[src/rtl/ara_dispatch_arbiter.sv]
// rtl/ara_dispatch_arbiter.sv - round-robin arbiter sharing the Ara sequencer request/response channel
package ara_dispatch_pkg;

  typedef struct packed {
    logic [7:0]  op;
    logic [31:0] scalar_op;
  } ara_req_t;

  typedef struct packed {
    logic [31:0] resp;
    logic        error;
  } ara_resp_t;

endpackage

module ara_dispatch_arbiter
  import ara_dispatch_pkg::*;
#(
  parameter int NrReq = 2,
  parameter int IdxW  = $clog2(NrReq)
) (
  input  logic                  clk_i,
  input  logic                  rst_i,
  input  ara_req_t  [NrReq-1:0] req_i,
  input  logic      [NrReq-1:0] req_valid_i,
  output logic      [NrReq-1:0] req_ready_o,
  output ara_resp_t [NrReq-1:0] resp_o,
  output logic      [NrReq-1:0] resp_valid_o,
  output ara_req_t              ara_req_o,
  output logic                  ara_req_valid_o,
  input  logic                  ara_req_ready_i,
  input  ara_resp_t             ara_resp_i,
  input  logic                  ara_resp_valid_i,
  output logic      [IdxW-1:0]  grant_idx_o,
  output logic                  locked_o,
  output logic                  idle_o
);

  typedef enum logic {IDLE, LOCKED} state_e;

  state_e          state_q, state_d;
  logic [IdxW-1:0] rr_ptr_q, rr_ptr_d;
  logic [IdxW-1:0] owner_q, owner_d;
  logic [IdxW-1:0] winner;
  logic [IdxW-1:0] grant;
  logic            any_valid;
  logic            handshake;

  // Index after x, wrapping at NrReq (NrReq need not be a power of two)
  function automatic logic [IdxW-1:0] wrap_inc(input logic [IdxW-1:0] x);
    if (int'(x) == NrReq - 1) return '0;
    return x + IdxW'(1);
  endfunction

  // Candidate at distance i from the round-robin pointer
  function automatic logic [IdxW-1:0] cand(input logic [IdxW-1:0] base, input int i);
    return IdxW'((int'(base) + i) % NrReq);
  endfunction

  // Round-robin search: scanning from the far end keeps the candidate closest to rr_ptr_q
  always_comb begin
    any_valid = 1'b0;
    winner    = '0;
    for (int i = NrReq - 1; i >= 0; i--) begin
      if (req_valid_i[cand(rr_ptr_q, i)]) begin
        any_valid = 1'b1;
        winner    = cand(rr_ptr_q, i);
      end
    end
  end

  // State, pointer and owner registers
  always_ff @(posedge clk_i or posedge rst_i) begin
    if (rst_i) begin
      state_q  <= IDLE;
      rr_ptr_q <= '0;
      owner_q  <= '0;
    end else begin
      state_q  <= state_d;
      rr_ptr_q <= rr_ptr_d;
      owner_q  <= owner_d;
    end
  end

  // Next state: lock on a stalled grant, release and advance the pointer on a handshake
  always_comb begin
    state_d   = state_q;
    rr_ptr_d  = rr_ptr_q;
    owner_d   = owner_q;
    handshake = 1'b0;
    case (state_q)
      IDLE: begin
        if (any_valid) begin
          if (ara_req_ready_i) begin
            handshake = 1'b1;
            rr_ptr_d  = wrap_inc(winner);
          end else begin
            owner_d = winner;
            state_d = LOCKED;
          end
        end
      end
      LOCKED: begin
        if (ara_req_ready_i && req_valid_i[owner_q]) begin
          handshake = 1'b1;
          rr_ptr_d  = wrap_inc(owner_q);
          state_d   = IDLE;
        end
      end
      default: state_d = IDLE;
    endcase
  end

  // Outputs: pass-through of the granted payload, response steered to the grant; all quiet in reset
  always_comb begin
    req_ready_o     = '0;
    resp_o          = '0;
    resp_valid_o    = '0;
    ara_req_o       = '0;
    ara_req_valid_o = 1'b0;
    grant           = '0;
    locked_o        = 1'b0;
    idle_o          = 1'b1;
    if (!rst_i) begin
      idle_o = (state_q == IDLE) && !(|req_valid_i);
      if (state_q == LOCKED) begin
        grant                = owner_q;
        locked_o             = 1'b1;
        ara_req_o            = req_i[owner_q];
        ara_req_valid_o      = req_valid_i[owner_q];
        req_ready_o[owner_q] = ara_req_ready_i;
      end else if (any_valid) begin
        grant               = winner;
        ara_req_o           = req_i[winner];
        ara_req_valid_o     = 1'b1;
        req_ready_o[winner] = ara_req_ready_i;
      end
      resp_o[grant]       = ara_resp_i;
      resp_valid_o[grant] = ara_resp_valid_i && ara_req_valid_o;
    end
  end

  assign grant_idx_o = grant;

  // The lock owner must keep its request up until the sequencer accepts it
  a_owner_holds_valid: assert property (@(posedge clk_i) disable iff (rst_i)
    (state_q == LOCKED) |-> req_valid_i[owner_q]);

  // A response with no request on the channel has nowhere to go
  a_resp_has_owner: assert property (@(posedge clk_i) disable iff (rst_i)
    ara_resp_valid_i |-> ara_req_valid_o);

endmodule

[config.mk]
export PLATFORM = sky130hd
export DESIGN_NAME = ara_dispatch_arbiter
export DESIGN_NICKNAME = d
export VERILOG_FILES = /design/src/rtl/ara_dispatch_arbiter.sv
export SDC_FILE = /design/constraint.sdc
export NUM_CORES = 1
export LEC_CHECK = 0
export BUFFER_PORTS_ARGS = -buffer_cell sky130_fd_sc_hd__buf_2
export CAP_MARGIN = 30
export CORE_AREA = 5 5 87 89
export CTS_CLUSTER_DIAMETER = 30
export DETAILED_ROUTE_END_ITERATION = 10
export DIE_AREA = 0 0 92 94
export PLACE_DENSITY = 0.7
export SYNTH_ARGS = -nofsm -noshare
export SYNTH_HDL_FRONTEND = slang
export SYNTH_SLANG_ARGS = --single-unit
[constraint.sdc]
create_clock -name clk_i -period 1.9 [get_ports clk_i]
set_input_delay 0.38 -clock clk_i [delete_from_list [all_inputs] [get_ports clk_i]]
set_output_delay 0.38 -clock clk_i [all_outputs]
set_load 0.01 [all_outputs]
Word level (Yosys, flattened, before mapping)
Index checks and enable logic that the tools add are counted.
Widths: inputs -> output; s select.
{"block": "totals", "ram_bits": 0, "ff_bits": 3, "rom_bits": 0, "latchBits": 0, "wordCells": 93, "n_memories": 0, "output_inout_bits": 114}
{"block": "classes", "multipliers": 0, "div_mod_pow": 0, "add_sub_neg": 3, "n_mux": 60, "bitwise_logic": 6, "order_cmp": 8, "n_reduce_logical": 10, "n_shift": 0, "n_eq_ne": 3}
{"operator": "$mux 40", "count": 7}
{"operator": "$and 66x66->66", "count": 1}
{"operator": "$mux 66", "count": 1}
{"operator": "$mux 1", "count": 41}
{"operator": "$demux 33 s1", "count": 1}
{"operator": "$mux 33", "count": 1}
{"operator": "$lt 1x2->1 const B", "count": 5}
{"operator": "$mux 2", "count": 4}
{"operator": "$and 2x2->2", "count": 3}
{"operator": "$logic_and 1x1->1", "count": 6}
{"operator": "$reduce_and 3->1", "count": 2}
{"operator": "$ne 2x2->1 const B", "count": 2}
{"operator": "$pmux 1 s2", "count": 2}
{"operator": "$add 1x1->1 const B", "count": 3}
{"operator": "$demux 1 s1", "count": 3}
{"operator": "$ge 1x1->1 const B", "count": 3}
{"operator": "$ne 2x1->1 const B", "count": 1}
{"operator": "$not 1->1", "count": 2}
{"operator": "$reduce_or 2->1", "count": 1}
{"operator": "$logic_not 1->1", "count": 1}

Logic depth before layout (Yosys ltp)
Gate-level depths: netlist of the first run.
{"block": "logic_depth", "depth_word": 14, "ltp_mapped": 6, "mapped_depth_nobuf": 3}

Least setup slack after synthesis of the first run
OpenSTA, ideal clock, no wires.
{"block": "synth_timing", "path_kind": "register to output", "from": "reg state_q", "to": "out resp_o[37] in the netlist's numbering", "n_path_buf": 3, "path_stages_with_launch": 7, "path_slack_ns": 0.061, "t_arrival_ns": 1.459, "path_cell_list": "dfrtp_1 > buf_6 > and2b_4 > a22oi_4 > buf_6 > buf_2 > nor3b_1"}
{"item": "from (decl)", "line": "41", "source": "state_e state_q, state_d;"}
{"item": "from (signal assigned)", "line": "79", "source": "state_q <= state_d;"}
{"item": "to (decl)", "line": "27", "source": "output ara_resp_t [NrReq-1:0] resp_o,"}

==> results of run 1 <==
-- power by group --
group / internal (mW) / switching (mW) / total [mW]
Combinational: 1.08 / 1.02 / 2.10
Clock: 0.143 / 0.0439 / 0.187
Sequential: 0.0895 / 0.0255 / 0.115
Total: 1.32 / 1.09 / 2.40
-- kinds of logic after synthesis --
group           Yosys count  share of synthesized area, %
flops                     3                         4.283
simple gates            163                         54.96
compound gates           11                         6.282
mux                      41                         23.77
buf+inv                  36                         10.71
-- through the flow --
stage	worst slack (ns)	setup TNS [ns]	std cells
finish	-0.2664	-18.84	562
global route	-0.3563	-26.98	562
CTS	-0.2211	-17.95	558
detailed placement	-0.1202	-3.608	551
global placement	-0.1204	-2.815	551
floorplan	0.06052	0	254
-- state kept, by name, summed over array words and instances (netlist names) --
signal	flops
owner_q	1
state_q	1
rr_ptr_q	1
-- worst paths after layout --
path / from / end / depth (start not counted)
min reg2reg: rr_ptr_q / rr_ptr_q / 3
min: rst_i / owner_q / 3
max in group asynchronous: rst_i / owner_q / 3
max: state_q / resp_o[20] / 7
max reg2reg: state_q / owner_q / 5
min in group clk_i: ara_req_ready_i / state_q / 2
-- cell usage after synthesis, types with 4 or more instances --
| cell | instances | share of area, % |
|---|---|---|
| nand3_1 | 70 | 20 |
| mux2i_1 | 36 | 21 |
| nor3b_1 | 35 | 15 |
| and2_1 | 33 | 12 |
| buf_2 | 12 | 3.4 |
| clkbuf_1 | 12 | 2.6 |
| and3_1 | 6 | 2.1 |
| nand2_1 | 5 | 1.1 |
| nor2b_1 | 5 | 1.8 |
| nor2_1 | 4 | 0.86 |
-- metal layers --
layer	share of wire (%)	up-vias
li1	-	1358
met1	35	1250
met2	54	157
met3	9.0	16
met4	2.3	0
met5	0	-
-- final cells by class --
type	instances	area, µm²
multi-input combinational	215	1717
inverter	2	7.507
timing repair buffer	258	1579
fill	625	3157
clock buffer	4	45.04
sequential	3	76.32
tap	80	100.1
-- worst max-delay path, delay by kind of cell (launching register included) --
family	cells	cell delay, ns
AOI/OAI and AO/OA	1	0.22
buffers and inverters	4	0.58
DFF	1	0.40
and+or+nand+nor	2	0.35
-- what timing repair did --
item	in CTS	in global routing
gates resized for setup	39	36
gates cloned	1	1
setup buffers	2	4
pin swaps	3	7
hold endpoints to repair	0	0
hold buffers	0	0
setup endpoints to repair	109	112
==> results.cfg, run 1 <==
[sta]
timing.final.crit_share_pct = 114.0
final.min_clock_period_ns = 2.166
clock_skew_ns = 0.003668
tightest_slew_ns = 0.2750
slew_violations = 0
setup_viol = 109
fmax_mhz = 461.6
rsz0062_at_grt = true
finalHoldViolCount = 0
whs_ns = 0.2887
fin_ws_ns = -0.2664
max_slew_margin_pct = 81.67

[floorplanning]
rows = 30
dieArea_um2 = 8648
fp.dieW_um = 92
start_util_pct = 26.24
core-area_um2 = 6681
io_pins = 233
die_h_um = 94

[synthesis]
ys_types = 32
yosysWarnings = 0
synth_nets = 373
synthCells = 254
synth_flop_cell = dfrtp_1
synth_seq_cells = 3
synth-edff-count = 0
synth_seq_area_share_pct = 4.283
netlist_area_um2 = 1753
syn_area_per_cell_um2 = 6.901
synth_async_sr_flop_share_pct = 100.0

[drt]
drc = 0
dr.pass1.iters = 4
ant_nets = 0
drt_wl_total_um = 8645
drtIter0Drc = 60
wl_per_cell_um = 15.38
via_per_inst = 4.948
vias = 2781

[global_route]
grtUsageMet3_pct = 4.006
antenna_found_initial = 0
grt_pass1_wl_um = 12270
grt_overflow = 0
use_met1_pct = 17.43
grt_util_all_layers_pct = 16.94
met2_usage_pct = 33.52
first_global_vias = 2616
grt_max_degree = 64
grt-busiest-layer = met2

[placed_design]
placed_area_um2 = 3052
port_buffers = 232
place_congestion = 0.8346
place_hpwl_um = 6515

[clock_network]
clkTransAtPathRegs_ns = 0.03
h-tree-depth = 1
cts_buffers = 3
cts.sinks = 3
cts_root_buf = clkbuf_8
cts_tree = done
clk_latency_ns = 0.22
cts.path.max_buffers = 2

[worst_setup_path]
start_kind = flop
end_kind = output port
cpPeakStageDelay_ns = 0.40
required_ns = 1.52
worstPathArrival_ns = 1.79
critical_path_class = flop to output port
critPathSlowestCell = dfrtp_1
critical_path.cell_chain = and2b_4 > buf_4 > a221oi_4 > buf_6 > clkbuf_16 > and2_1 > buf_2
r2r_setup_slack_ns = 0.68
cp_max_fo = 16

[layout]
final_common_cell = buf_2
area_growth_pct = 101.1
drive_gt1_share_pct = 64.94
layout_common_cells = buf_2, nand3_1, mux2i_1
final_area_um2 = 3525
final_core_util_pct = 52.75
nNetsFinal = 602
diodes = 0

[power]
p_leak_nw = 2.036
vdd_drop_max_v = 0.0002930
finalPower_mw = 2.403
powerDensity_nw_per_um2 = 681.8

[run_status]
violations = negative setup slack
outcome = finished with violations

[worst_hold_path]
hold_class = input port to asynchronous set/reset pin

[job]
drv_cap = 0
(Power assumes the default switching activity.)
==> run 2, diff against run 1 <==
Clock period 1.9 ns to 2.3 ns, I/O delays scaled along.
==> results.cfg, run 2 (same netlist as run 1, synthesis figures left out) <==
[sta]
rsz0062_at_grt = true
slew_violations = 0
max_slew_margin_pct = 77.70
clock_skew_ns = 0.0001308
fmax_mhz = 437.4
tightest_slew_ns = 0.3345
tns_ns = 0
fin_ws_ns = 0.01376
final.min_clock_period_ns = 2.286
setup_viol = 0
timing.final.crit_share_pct = 99.40
finalHoldViolCount = 0

[global_route]
grt_pass1_wl_um = 11410
grt_overflow = 0
first_global_vias = 2421
grt_max_degree = 50
grt_util_all_layers_pct = 15.62
antenna_found_initial = 0

[layout]
layout_common_cells = buf_2, nand3_1, mux2i_1
fillers = 659
drive_gt1_share_pct = 59.07
area_growth_pct = 84.51
reg.largest.list = owner_q (1), rr_ptr_q (1), state_q (1)
final_common_cell = buf_2
diodes = 0
final_core_util_pct = 48.41
nNetsFinal = 594
fin_cells = 554

[power]
p_seq_share_pct = 6.1
vdd_drop_max_v = 0.0002243
p_leak_nw = 1.925
clkPwrFrac_pct = 8.6
finalPower_mw = 1.808
powerDensity_nw_per_um2 = 558.9
p_comb_share_pct = 85.3
swShare_pct = 45.96
p_sw_uw = 830.8
internal_power_uw = 976.9

[drt]
drc = 0
wl_per_cell_um = 14.67
dr.pass1.iters = 4
drtIter0Drc = 49
ant_nets = 0
vias = 2698
via_per_inst = 4.870
drt_wl_total_um = 8127

[worst_setup_path]
setup.worst_path.end = ara_req_o[33]
r2r-start = state_q
r2r_cells = 4
end_kind = output port
worstPathArrival_ns = 1.83
start_kind = flop
critical_path.cell_chain = buf_4 > or3_4 > and3_4 > mux2_1 > buf_6
cp_max_fo = 7
required_ns = 1.84
critPathSlowestCell = dfrtp_2
timing.rr.end = rr_ptr_q
critical_path_class = flop to output port
startpoint = state_q
cpPeakStageDelay_ns = 0.42
r2r_setup_slack_ns = 1.17

[placed_design]
dp_slack_ns = 0.1106
place_hpwl_um = 6417
place_congestion = 0.8285
port_buffers = 232
placed_cells = 544

[clock_network]
clk_latency_ns = 0.22
cts_buffers = 3
cts.path.max_buffers = 2
cts_root_buf = clkbuf_8
cts_hold_buf = 0
cts_tree = done
h-tree-depth = 1
cts.sinks = 3
clkTransAtPathRegs_ns = 0.03

[job]
drv_cap = 0

[floorplanning]
start_util_pct = 26.24
core-area_um2 = 6681
fp.dieW_um = 92
io_pins = 233
die_h_um = 94
rows = 30
dieArea_um2 = 8648

[worst_hold_path]
hold_class = input port to asynchronous set/reset pin

[run_status]
outcome = finished clean
-- run 2: layout make-up --
cell class | count | area, µm² | share of cell area, %
Timing Repair Buffer | 250 | 1431 | 44.26
Sequential cell | 3 | 76.32 | 2.360
Multi-Input combinational cell | 215 | 1574 | 48.67
Tap cell | 80 | 100.1 | 3.095
Clock buffer | 4 | 45.04 | 1.393
Inverter | 2 | 7.507 | 0.2321
-- run 2: worst min path at each step --
stage,start,to,cells past startpoint
floorplan,ara_req_ready_i,state_q,1
global placement,state_q,state_q,2
detailed placement,state_q,state_q,2
CTS,rst_i,state_q,3
global route,rst_i,rr_ptr_q,3
finish,rst_i,rr_ptr_q,3
-- run 2: routing by layer --
layer | routed length [µm] | part of all wire, % | track usage [%] | up-vias
li1 | - | - | - | 1348
met1 | 2843 | 35 | 15.91 | 1183
met2 | 4287 | 53 | 31.69 | 155
met3 | 864 | 11 | 4.247 | 12
met4 | 131 | 1.6 | 2.723 | 0
met5 | 0 | 0 | 0 | -
-- run 2: per-stage QoR --
step                instance area (µm²)  hold slack, ns
floorplan                          1753          0.5713
global placement                   2987          0.5744
detailed placement                 2987          0.5812
CTS                                3064          0.4700
global route                       3234          0.5027
finish                             3234          0.4729
-- run 2: worst max-delay path, delay by kind of cell, from the launching register on --
| kind | cells | cell delay (ns) |
|---|---|---|
| simple gates | 2 | 0.58 |
| flops | 1 | 0.42 |
| mux | 1 | 0.33 |
| buf+inv | 2 | 0.28 |
-- run 2: what timing repair did --
action                     CTS  global route
gates cloned                 1             1
setup buffers                0             4
setup endpoints to repair    1            50
gates resized for setup      0            22
pin swaps                    1             3
-- run 2: power groups by stage --
stage	Combinational [mW]	Clock (mW)	Sequential, mW
after detailed placement	1.36	0	0.109
after CTS	1.42	0.157	0.108
after floorplan	0.870	0	0.0826
after global routing	1.66	0.167	0.114
final	1.54	0.155	0.110
after global placement	1.34	0	0.106
==> run 3, diff against run 2 <==
==> constraint.sdc (replaced) <==
create_clock -name clk_i -period 2.3 [get_ports clk_i]
set_input_delay 0 -clock clk_i [delete_from_list [all_inputs] [get_ports clk_i]]
set_output_delay 0 -clock clk_i [all_outputs]
set_load 0.01 [all_outputs]
==> results.cfg, run 3 (same netlist as run 1, synthesis figures left out) <==
[worst_setup_path]
r2r_setup_slack_ns = 1.03
start_kind = flop
critical_path_class = flop to output port
cp_max_fo = 28
end_kind = output port
worstPathArrival_ns = 2.05
r2r_cells = 3
required_ns = 2.30

[placed_design]
place_hpwl_um = 6162
place_congestion = 0.8602
port_buffers = 232
placed_area_um2 = 2917

[global_route]
grt_util_all_layers_pct = 15.33
grt_pass1_wl_um = 11270
grt_max_degree = 69
first_global_vias = 2408
antenna_found_initial = 0
grt_overflow = 0

[sta]
timing.final.crit_share_pct = 89.30
max_slew_margin_pct = 62.06
tightest_slew_ns = 0.5683
finalHoldViolCount = 0
fmax_mhz = 486.9
whs_ns = 0.09415
final.min_clock_period_ns = 2.054
setup_viol = 0
rsz0062_at_grt = false
tns_ns = 0
clock_skew_ns = 0.002256
slew_violations = 0

[drt]
drtIter0Drc = 49
via_per_inst = 4.862
dr.pass1.iters = 6
drt_wl_total_um = 7599
drc = 0
vias = 2635
wl_per_cell_um = 14.02
ant_nets = 0

[power]
finalPower_mw = 1.532
p_leak_nw = 1.799
powerDensity_nw_per_um2 = 517.2
vdd_drop_max_v = 0.0003258

[clock_network]
cts_root_buf = clkbuf_8
cts_tree = done
cts.sinks = 3
clk_latency_ns = 0.21
post_cts_resized = 0
clkTransAtPathRegs_ns = 0.03
cts_hold_buf = 0
h-tree-depth = 1
cts_setup_buffers = 0
cts_buffers = 3
cts.path.max_buffers = 2

[floorplanning]
start_util_pct = 26.24
dieArea_um2 = 8648
io_pins = 233
fp.dieW_um = 92
rows = 30
core-area_um2 = 6681
die_h_um = 94

[run_status]
outcome = finished clean

[layout]
area_growth_pct = 68.95
layout_common_cells = buf_2, nand3_1, mux2i_1
drive_gt1_share_pct = 54.33
final_common_cell = buf_2
nNetsFinal = 582
reg.largest.list = owner_q (1), rr_ptr_q (1), state_q (1)
final_area_um2 = 2962
diodes = 0
fillers = 682

[worst_hold_path]
hold_class = input port to flop
holdPathStages = 2

[job]
drv_cap = 0
[run 3: cell types whose count changed in the layout (fill, tap and decap cells not counted), sizes merged]
cell | before | now
buf | 248 | 238
bufbuf | 1 | 0
clkbuf | 5 | 4
[run 3: through the flow]
| stage | setup WS [ns] | util, % | cells |
|---|---|---|---|
| finish | 0.2460 | 44.33 | 542 |
| global route | 0.1261 | 44.33 | 542 |
| CTS | 0.2261 | 44.33 | 542 |
| detailed placement | 0.4637 | 43.65 | 538 |
| global placement | 0.5239 | 43.65 | 538 |
| floorplan | 0.8405 | - | 254 |
[run 3: power breakdown]
part | internal (mW) | switching [mW] | leakage [nW] | total (mW)
logic | 0.589 | 0.676 | 1.74 | 1.27
registers | 0.0722 | 0.0424 | 0.0350 | 0.115
clock network | 0.118 | 0.0341 | 0.0228 | 0.152
[run 3: path summary, 6_finish.rpt]
kind	endpoint	start
max reg2reg	rr_ptr_q	state_q
min	state_q	ara_req_ready_i
max in group asynchronous	rr_ptr_q	rst_i
min in group asynchronous	owner_q	rst_i
max	ara_req_o[38]	state_q
min reg2reg	rr_ptr_q	rr_ptr_q
[run 3: per-layer routing]
| layer | global-route usage (%) | routed length (µm) | part of all wire, % | vias up |
|---|---|---|---|---|
| met5 | 0 | 0 | 0 | - |
| met4 | 3.342 | 72 | 0.95 | 0 |
| met3 | 3.446 | 822 | 11 | 8 |
| met2 | 30.05 | 3880 | 51 | 158 |
| met1 | 16.62 | 2824 | 37 | 1148 |
| li1 | - | - | - | 1321 |
[run 3: layout make-up]
cell class | count | area [µm²] | area share [%]
clock buffer | 4 | 45.04 | 1.521
inverter | 2 | 7.507 | 0.2535
multi-input combinational | 215 | 1490 | 50.32
sequential | 3 | 75.07 | 2.535
tap | 80 | 100.1 | 3.380
timing repair buffer | 238 | 1244 | 41.99
[run 3: critical path, stage by stage (launching register included)]
cell and delay (ns):
dfrtp_1 0.56, and2b_4 0.27, a22oi_4 0.16, buf_4 0.43, mux2i_1 0.24, buf_2 0.16
